===== config.mk =====
export PLATFORM = sky130hd
export DESIGN_NAME = mealy_seq_detector
export DESIGN_NICKNAME = d
export VERILOG_FILES = /design/src/rtl/mealy_seq_detector.sv
export SDC_FILE = /design/constraint.sdc
export NUM_CORES = 1
export LEC_CHECK = 0
export CORE_ASPECT_RATIO = 0.7
export CORE_MARGIN = 5
export CORE_UTILIZATION = 40
export CTS_CLUSTER_DIAMETER = 30
export CTS_CLUSTER_SIZE = 8
export DETAILED_ROUTE_END_ITERATION = 12
export PLACE_DENSITY = 0.73
export SLEW_MARGIN = 10
export SYNTH_ARGS = -nofsm -noshare
export SYNTH_HDL_FRONTEND = slang
export SYNTH_SLANG_ARGS = --single-unit

===== constraint.sdc =====
create_clock -name clock -period 4 [get_ports clock]
set_clock_uncertainty 0.05 [all_clocks]
set_input_delay 0.8 -clock clock [delete_from_list [all_inputs] [get_ports clock]]
set_output_delay 0.8 -clock clock [all_outputs]
set_load 0.005 [all_outputs]

===== src/rtl/mealy_seq_detector.sv =====
// Mealy serial pattern detector with a run-time reloadable pattern and a saturating match counter.
// The fallback state is derived live from the pattern and recent history, so no failure table is stored.
module mealy_seq_detector #(
  parameter int unsigned          PAT_W       = 4,
  parameter logic [PAT_W-1:0]     PAT_DEFAULT = 4'b1011,
  parameter bit                   OVERLAP     = 1'b1,
  parameter int unsigned          CNT_W       = 8
) (
  input  logic                         clock,
  input  logic                         reset,
  input  logic                         en,
  input  logic                         x_in,
  input  logic                         pat_load,
  input  logic [PAT_W-1:0]             pat_value,
  input  logic                         cnt_clr,
  output logic                         y_out,
  output logic [CNT_W-1:0]             match_cnt,
  output logic [$clog2(PAT_W+1)-1:0]   progress
);

  localparam int unsigned PW = $clog2(PAT_W + 1);
  // Progress never exceeds PAT_W-1, so that many history bits plus x_in cover every candidate suffix.
  localparam int unsigned HW = PAT_W - 1;

  logic [PAT_W-1:0] pat_q, pat_d;
  logic [HW-1:0]    hist_q, hist_d;
  logic [PW-1:0]    k_q, k_d;
  logic [CNT_W-1:0] cnt_q, cnt_d;

  logic [PAT_W-1:0] win;
  logic [PW-1:0]    fall;
  logic             match;

  assign win   = {hist_q, x_in};
  assign match = en & ~pat_load & (k_q == PW'(PAT_W - 1)) & (x_in == pat_q[0]);

  // Longest suffix of the accepted stream (bounded by k+1 and PAT_W-1) that is a pattern prefix.
  always_comb begin
    fall = '0;
    for (int l = 1; l < int'(PAT_W); l++) begin
      if ((l <= int'(k_q) + 1) &&
          (((win ^ (pat_q >> (int'(PAT_W) - l))) & PAT_W'((1 << l) - 1)) == '0)) begin
        fall = PW'(l);
      end
    end
  end

  always_comb begin
    pat_d  = pat_q;
    hist_d = hist_q;
    k_d    = k_q;
    cnt_d  = cnt_q;
    if (pat_load) begin
      pat_d  = pat_value;
      hist_d = '0;
      k_d    = '0;
    end else if (en) begin
      hist_d = win[HW-1:0];
      k_d    = (match && !OVERLAP) ? '0 : fall;
    end
    if (cnt_clr) begin
      cnt_d = '0;
    end else if (match && (cnt_q != {CNT_W{1'b1}})) begin
      cnt_d = cnt_q + CNT_W'(1);
    end
  end

  always_ff @(posedge clock or negedge reset) begin
    if (!reset) begin
      pat_q  <= PAT_DEFAULT;
      hist_q <= '0;
      k_q    <= '0;
      cnt_q  <= '0;
    end else begin
      pat_q  <= pat_d;
      hist_q <= hist_d;
      k_q    <= k_d;
      cnt_q  <= cnt_d;
    end
  end

  assign y_out     = reset & match;
  assign match_cnt = cnt_q;
  assign progress  = k_q;

endmodule

==> metrics.cfg, run 1 <==
[outcome]
status = finished, final reports clean

[synthesis]
syn_nets = 93
synth_area_um2 = 876
ys_seq_area_frac = 0.461
synth_cell_types = 33
netlist_instances = 82
syn_avg_cell_area_um2 = 10.7
yosysWarnings = 0
synth_seq_cells = 16

[finish]
drive_gt1_frac = 0.149
instances_no_fill = 133
final_common_cell = clkdlybuf4s50_1
final_cell_mix = 20 x clkdlybuf4s50_1, 13 x dfrtp_1, 7 x nor2_1
diodes = 0
finalNetCount = 113
area_delta_synth_final_pct = 25.3

[critical_path]
r2r_setup_slack_ns = 1.95
crit_fanout = 9
worstSetupPathType = in -> out
cp_data_required_time_ns = 3.15
cp-start-kind = input port
reg2regPathDepth = 5
cp-end-kind = output pin
cp.arrival_ns = 2.38

[routing]
firstDrtPassIters = 4
ant_nets = 0
routed_wl_mm = 1.78
drt_iter0_markers = 7
vias = 667
vias_per_cell = 5.02
post_drt_wl_per_cell_um = 13.4
drc = 0

[cts]
ctsHoldBuffers = 0
htree_num_levels = 1
cts_made_buffers = 3
clk_pin_slew_ns = 0.09
clockBufferDepth = 2
clock-root-buffer = clkbuf_4
clock_latency_ns = 0.28
postCtsSetupBuffers = 0
cts.sinks = 16
cts_tree = done
cts_resized = 0

[grt]
grt-ovfl-total = 0
grt_pass1_wl_mm = 3.08
grt_max_degree = 18
antenna_found_initial = 0
grtUsageTotal = 0.125
grt_pass1_vias = 666

[sta]
hold_ws_ns = 0.512
period_needed_ns = 3.23
fin_ws_ns = 0.774
fmax_mhz = 310
rsz0062_at_grt = false
finalSetupViolations = 0
drv_slew = 0
hold_viol = 0
fin_crit_sh = 0.806
finalSetupTns_ns = 0

[floorplanning]
fp.dieW_um = 65.9
start_util = 0.413
die_area_um2 = 3240
placementRows = 14
chipHeight_um = 49.2
io_pins = 22
fp.coreArea_um2 = 2120

[pwr]
irDropWorstVdd_v = 0.000177
p_per_area_nw_per_um2 = 282
power_w = 0.000309
p_leak_nw = 0.444

[job]
cap_violations = 0

[placement]
pre_cts_ws_ns = 0.751
portBuffers = 20
dp.cells = 129
hpwlAfterDp_mm = 1.38
gp_congestion = 0.662

[min_path]
hold_depth = 2
hp-class = reg -> reg

==> kinds of logic after synthesis <==
logic type                 after synthesis  share of synthesized area
xor gates and xnor gates                 8                     0.0800
adders and majority gates                1                     0.0143
buffers and inverters                    8                     0.0686
muxes                                    7                     0.0857
AOI/OAI and AO/OA                       16                      0.114
and+or+nand+nor                         25                      0.171
other                                    1                    0.00428
DFF                                     16                      0.461
==> critical path, cell delays in order <==
cell,delay (ns)
clkdlybuf4s50_1,0.59
nand4b_4,0.27
nor3b_1,0.19
clkdlybuf4s50_1,0.53
==> cells in the mapped netlist (all sizes together) <==
library cell	number	area [µm²]
or3	4	26.3
a21oi	5	25.0
a211oi	3	22.5
a211o	1	8.76
dfstp	3	78.8
nor3	1	5.00
and4	1	8.76
conb	1	3.75
a41oi	1	8.76
or4	1	7.51
nor3b	1	7.51
inv	2	7.51
or2	1	6.26
nor2b	1	6.26
nor2	7	26.3
clkdlybuf4s25	1	10.0
dfrtp	13	325
xor2	2	17.5
and3	1	7.51
nand2	4	15.0
nand3	2	10.0
mux2i	3	30.0
buf	5	42.5
xnor2	6	52.6
ha	1	12.5
nand4b	1	23.8
o31ai	1	7.51
o211ai	1	7.51
mux2	4	45.0
o21ai	4	20.0
==> state kept, by name, indices dropped and copies added (netlist names) <==
register and count:
hist_q 2, match_cnt 8, progress 2, pat_q 4
==> through the flow <==
stage / util / cell area [µm²]
5_1_grt: 0.518 / 1100
6_report: 0.518 / 1100
2_1_floorplan: - / 876
3_5_place_dp: 0.505 / 1070
4_1_cts: 0.518 / 1100
3_3_place_gp: 0.505 / 1070
==> worst paths after layout <==
path                                               start                       end
worst min register to register     hist_q[1]$_DFFE_PN0P_     hist_q[1]$_DFFE_PN0P_
worst min-delay path               hist_q[1]$_DFFE_PN0P_     hist_q[1]$_DFFE_PN0P_
max in group asynchronous                          reset      pat_q[0]$_DFFE_PN1P_
worst max-delay path                            pat_load                     y_out
min in group asynchronous                          reset  match_cnt[5]$_DFFE_PN0P_
worst max register to register  match_cnt[0]$_DFFE_PN0P_  match_cnt[7]$_DFFE_PN0P_
==> final cells by class <==
type,instances,area [µm²]
Multi-Input combinational cell,58,412
Tap cell,32,40.0
Fill cell,205,1020
Inverter,2,7.51
Timing Repair Buffer,21,208
Clock buffer,4,26.3
Sequential cell,16,404
==> layer usage <==
| layer | wire length, µm | part of all wire | track usage | vias to the layer above |
|---|---|---|---|---|
| met2 | 933 | 0.53 | 0.215 | 12 |
| met1 | 757 | 0.43 | 0.145 | 330 |
| met4 | 19 | 0.011 | 0.0405 | 0 |
| met3 | 65 | 0.037 | 0.0415 | 2 |
| li1 | - | - | - | 323 |
| met5 | 0 | 0 | 0 | - |
==> report_power, final <==
group	total (W)	leakage, nW	internal [W]	switching, W
logic	0.0000425	0.221	0.0000249	0.0000175
registers	0.000179	0.208	0.000171	0.00000851
clock network	0.0000876	0.0150	0.0000387	0.0000489
total	0.000309	0.444	0.000234	0.0000749
Power figures use the tool's default switching activity.
==> run 2: changes to the inputs <==
==> constraint.sdc (replaced) <==
create_clock -name clock -period 3.15 [get_ports clock]
set_clock_uncertainty 0.05 [all_clocks]
set_input_delay 0.63 -clock clock [delete_from_list [all_inputs] [get_ports clock]]
set_output_delay 0.63 -clock clock [all_outputs]
set_load 0.005 [all_outputs]
==> run 2 against run 1 <==
Net effect: power increased by 27%; final cell count grew 1.5%; highest routed layer unchanged; critical endpoint unchanged; sequential share of layout area decreased by 0.50 points; largest power group unchanged; clock power up 27%; combinational power grew 30%; register-to-register slack got worse by 0.89 ns; design area grew 1.4%; routed wire length down 1.2%.
==> metrics.cfg, run 2 (synthesis results as in run 1) <==
[finish]
final-seq-area_um2 = 404  ; unchanged
fillers = 198  ; -3.4%
multi_input_area_um2 = 412  ; unchanged
drive_gt1_frac = 0.165  ; +0.0165
diodes = 0  ; unchanged
area_delta_synth_final_pct = 27.0
largest_reg_flops = 8  ; unchanged
finalInstanceArea_um2 = 1110  ; +1.4%
final_cell_mix = 20 x clkdlybuf4s50_1, 13 x dfrtp_1, 7 x nor2_1
final_common_cell = clkdlybuf4s50_1
instances_no_fill = 135  ; +1.5%
finalNetCount = 115  ; +1.8%

[floorplanning]
placementRows = 14  ; unchanged
io_pins = 22  ; unchanged
die_area_um2 = 3240  ; unchanged
start_util = 0.413  ; unchanged
fp.dieW_um = 65.9  ; unchanged
fp.coreArea_um2 = 2120  ; unchanged
chipHeight_um = 49.2  ; unchanged

[cts]
postCtsSetupBuffers = 0  ; unchanged
cts_made_buffers = 3  ; unchanged
clock-root-buffer = clkbuf_4
htree_num_levels = 1  ; unchanged
ctsHoldBuffers = 0  ; unchanged
clk_pin_slew_ns = 0.09  ; about the same
cts_tree = done
cts.sinks = 16  ; unchanged
clockBufferDepth = 2  ; unchanged
clock_latency_ns = 0.29  ; about the same
cts_resized = 0  ; unchanged

[grt]
grtUsageTotal = 0.126  ; +0.00144
grt-ovfl-total = 0  ; unchanged
grt_max_degree = 17  ; -1
grt_pass1_vias = 660  ; -0.90%
antenna_found_initial = 0  ; unchanged
grt_pass1_wl_mm = 3.10  ; +0.68%

[sta]
period_needed_ns = 2.82
hold_viol = 0  ; unchanged
hold_ws_ns = 0.531  ; +0.0187 ns
fin_crit_sh = 0.896
fmax_mhz = 354
rsz0062_at_grt = false
drv_slew = 0  ; unchanged
finalSetupTns_ns = 0  ; unchanged
finalSetupViolations = 0  ; unchanged

[routing]
post_drt_wl_per_cell_um = 13.0  ; -2.7%
ant_nets = 0  ; unchanged
firstDrtPassIters = 4  ; unchanged
vias_per_cell = 5.07  ; +1.2%
routed_wl_mm = 1.75  ; -1.2%
vias = 685  ; +2.7%
drt_iter0_markers = 17  ; +10
drc = 0  ; unchanged

[critical_path]
endpoint = y_out
cp.arrival_ns = 2.14  ; -0.24 ns
cp_data_required_time_ns = 2.47  ; -0.68 ns
cp-start-kind = input port
startpoint = x_in
reg2regPathDepth = 5  ; unchanged
r2r_start = match_cnt[0]$_DFFE_PN0P_
r2r_setup_slack_ns = 1.06  ; -0.89 ns
worstSetupPathType = in -> out
cp-end-kind = output pin
timing.rr.end = match_cnt[7]$_DFFE_PN0P_
crit_fanout = 5  ; -4

[placement]
hpwlAfterDp_mm = 1.39  ; +1.1%
portBuffers = 20  ; unchanged
gp_congestion = 0.773  ; +17%
dpl-instance-area_um2 = 1090  ; +1.4%
dp.cells = 131  ; +1.6%

[pwr]
p_per_area_nw_per_um2 = 354  ; +26%
irDropWorstVdd_v = 0.000165  ; -6.5%
power_w = 0.000394  ; +27%
p_leak_nw = 0.454  ; +2.2%

[min_path]
hp-class = reg -> reg

[outcome]
status = finished, final reports clean

[job]
cap_violations = 0  ; unchanged

==> run 2: power breakdown <==
part | leakage (nW) | total [W] | internal [W] | switching [W]
Combinational | 0.230 | 0.0000552 | 0.0000332 | 0.0000220
Clock | 0.0150 | 0.000111 | 0.0000492 | 0.0000618
Sequential | 0.208 | 0.000228 | 0.000217 | 0.0000108
Total | 0.454 | 0.000394 | 0.000299 | 0.0000946
==> run 2: stage by stage <==
stage	utilization	worst slack, ns
3_5_place_dp	0.512	0.337
6_report	0.525	0.328
2_1_floorplan	-	1.22
3_3_place_gp	0.512	0.369
5_1_grt	0.525	0.276
4_1_cts	0.525	0.330
==> run 2: worst min-delay path by stage <==
stage	from	endpoint	slack, ns	depth (start not counted)
global placement	hist_q[1]$_DFFE_PN0P_	hist_q[1]$_DFFE_PN0P_	0.48	2
detailed placement	hist_q[1]$_DFFE_PN0P_	hist_q[1]$_DFFE_PN0P_	0.52	2
floorplan	reset	hist_q[0]$_DFFE_PN0P_	0.28	0
CTS	hist_q[1]$_DFFE_PN0P_	hist_q[1]$_DFFE_PN0P_	0.55	2
finish	hist_q[1]$_DFFE_PN0P_	hist_q[1]$_DFFE_PN0P_	0.53	2
global route	hist_q[1]$_DFFE_PN0P_	hist_q[1]$_DFFE_PN0P_	0.57	2
==> run 2: critical path, cell delays in order <==
cell	delay, ns
clkdlybuf4s50_1	0.54
xor2_1	0.24
nor3b_1	0.21
clkdlybuf4s50_1	0.53
==> run 2: final cells by class <==
class | count | area share
multi-input combinational | 58 | 0.370
tap | 32 | 0.0360
timing repair buffer | 23 | 0.200
sequential | 16 | 0.363
inverter | 2 | 0.00675
clock buffer | 4 | 0.0236
==> run 2: routing by layer <==
metal | part of all wire | global-route usage
met2 | 0.53 | 0.215
met4 | 0.011 | 0.0405
met5 | 0 | 0
met1 | 0.42 | 0.149
met3 | 0.034 | 0.0415
==> run 3: changes to the inputs <==
--- a/config.mk
+++ b/config.mk
@@ -5,13 +5,14 @@
 export SDC_FILE = /design/constraint.sdc
 export NUM_CORES = 1
 export LEC_CHECK = 0
+export CAP_MARGIN = 25
 export CORE_ASPECT_RATIO = 0.7
 export CORE_MARGIN = 5
 export CORE_UTILIZATION = 40
 export CTS_CLUSTER_DIAMETER = 30
 export CTS_CLUSTER_SIZE = 8
 export DETAILED_ROUTE_END_ITERATION = 12
-export PLACE_DENSITY = 0.73
+export PLACE_DENSITY = 0.67
 export SLEW_MARGIN = 10
 export SYNTH_ARGS = -nofsm -noshare
 export SYNTH_HDL_FRONTEND = slang
==> run 3 against run 2 <==
Net effect: fmax up 0.71%; flip-flop and latch count did not move; count of clock-buffer cells in the layout did not move; worst setup slack gained 0.020 ns; combinational power is 2% higher; global-route usage down 0.62 points; clock power is 19% higher; die area unchanged; largest cell class unchanged; sequential power about the same.
==> metrics.cfg, run 3 (synthesis results as in run 1) <==
[placement]
pre_cts_ws_ns = 0.336  ; -0.00142 ns
hpwlAfterDp_mm = 1.36  ; -2.4%
portBuffers = 20  ; unchanged
dpl-instance-area_um2 = 1090  ; unchanged
gp_congestion = 0.787  ; +1.9%

[finish]
finalNetCount = 115  ; unchanged
largest_reg_flops = 8  ; unchanged
finalInstanceArea_um2 = 1120  ; +0.90%
final_common_cell = clkdlybuf4s50_1
fillers = 210  ; +6.1%
diodes = 0  ; unchanged
final_core_util = 0.530  ; +0.00472
final_cell_mix = 20 x clkdlybuf4s50_1, 13 x dfrtp_1, 7 x nor2_1
drive_gt1_frac = 0.175  ; +0.00971
area_delta_synth_final_pct = 28.1

[critical_path]
worstSetupPathType = in -> out
crit_chain = clkdlybuf4s50_1 -> xor2_1 -> nor3b_1 -> clkdlybuf4s50_1
cp-end-kind = output pin
crit_fanout = 5  ; unchanged
r2r_setup_slack_ns = 1.08  ; +0.02 ns
crit_slowest_cell = clkdlybuf4s50_1
crit_path_max_incr_delay_ns = 0.53  ; about the same
cp_data_required_time_ns = 2.47  ; about the same
cp.arrival_ns = 2.12  ; -0.02 ns
crit_top_cell = clkdlybuf4s50_1
cp-start-kind = input port

[cts]
cts.sinks = 16  ; unchanged
clock-root-buffer = clkbuf_4
cts_tree = done
clk_pin_slew_ns = 0.09  ; about the same
clockBufferDepth = 2  ; unchanged
htree_num_levels = 1  ; unchanged
postCtsSetupBuffers = 0  ; unchanged
ctsHoldBuffers = 0  ; unchanged
clock_latency_ns = 0.28  ; about the same
cts_made_buffers = 3  ; unchanged
cts_resized = 0  ; unchanged

[grt]
grt-ovfl-total = 0  ; unchanged
antenna_found_initial = 0  ; unchanged
grt_pass1_vias = 621  ; -5.9%
grtUsageTotal = 0.120  ; -0.00616
grt_max_degree = 17  ; unchanged
grt_pass1_wl_mm = 2.97  ; -4.2%

[outcome]
status = finished, final reports clean

[pwr]
power_w = 0.000416  ; +5.6%
irDropWorstVdd_v = 0.000308  ; +86%
p_leak_nw = 0.460  ; +1.3%
p_per_area_nw_per_um2 = 370  ; +4.6%

[sta]
fmax_mhz = 357  ; +0.71%
fin_crit_sh = 0.890  ; -0.00634
fin_ws_ns = 0.347  ; +0.0200 ns
rsz0062_at_grt = false
finalSetupTns_ns = 0  ; unchanged
finalSetupViolations = 0  ; unchanged
hold_viol = 0  ; unchanged
drv_slew = 0  ; unchanged
period_needed_ns = 2.80  ; -0.0200 ns

[floorplanning]
io_pins = 22  ; unchanged
start_util = 0.413  ; unchanged
chipHeight_um = 49.2  ; unchanged
placementRows = 14  ; unchanged
fp.coreArea_um2 = 2120  ; unchanged
die_area_um2 = 3240  ; unchanged
fp.dieW_um = 65.9  ; unchanged

[min_path]
hp-class = reg -> reg

[routing]
vias_per_cell = 4.73  ; -6.7%
drc = 0  ; unchanged
vias = 639  ; -6.7%
drt_iter0_markers = 9  ; -8
routed_wl_mm = 1.73  ; -1.6%
post_drt_wl_per_cell_um = 12.8  ; -1.6%
firstDrtPassIters = 3  ; -1
ant_nets = 0  ; unchanged

[job]
cap_violations = 0  ; unchanged

==> run 3: changes by cell type in the layout (fill, tap and decap cells not counted) <==
cell,before,now
clkbuf_1,1,0
clkbuf_8,0,1
==> run 3: worst paths after layout <==
path	endpoint	depth (start not counted)	start
min in group asynchronous	match_cnt[6]$_DFFE_PN0P_	2	reset
worst min-delay path	hist_q[1]$_DFFE_PN0P_	2	hist_q[1]$_DFFE_PN0P_
worst max-delay path	y_out	4	x_in
worst max register to register	match_cnt[7]$_DFFE_PN0P_	5	match_cnt[0]$_DFFE_PN0P_
max in group asynchronous	pat_q[1]$_DFFE_PN1P_	2	reset
worst min register to register	hist_q[1]$_DFFE_PN0P_	2	hist_q[1]$_DFFE_PN0P_
==> run 3: routing by layer <==
layer	vias up	wire (µm)	part of all wire	GRT usage
met5	-	0	0	0
met4	0	23	0.013	0.0304
met3	2	64	0.037	0.0415
met2	10	800	0.46	0.181
met1	302	837	0.48	0.164
li1	325	-	-	-
==> run 3: area by class of cell <==
class | instances | area [µm²] | area share
timing repair buffer | 23 | 223 | 0.198
inverter | 2 | 7.51 | 0.00669
sequential | 16 | 404 | 0.360
tap | 32 | 40.0 | 0.0357
multi-input combinational | 58 | 412 | 0.367
clock buffer | 4 | 36.3 | 0.0323
==> run 3: report_power, final <==
part | internal, W | switching [W]
sequential | 0.000217 | 0.0000105
clock | 0.0000703 | 0.0000619
combinational | 0.0000332 | 0.0000230
total | 0.000320 | 0.0000954
==> run 3: critical path, delay by kind of cell <==
family / cells / cell delay (ns)
AND/OR/NAND/NOR: 1 / 0.20
buffers and inverters: 2 / 1.05
XOR/XNOR: 1 / 0.24
==> run 3: per-stage QoR <==
step | hold slack, ns | std cells
after CTS | 0.519 | 135
final | 0.521 | 135
after global placement | 0.490 | 131
after floorplan | 0.284 | 82
after detailed placement | 0.495 | 131
after global routing | 0.551 | 135
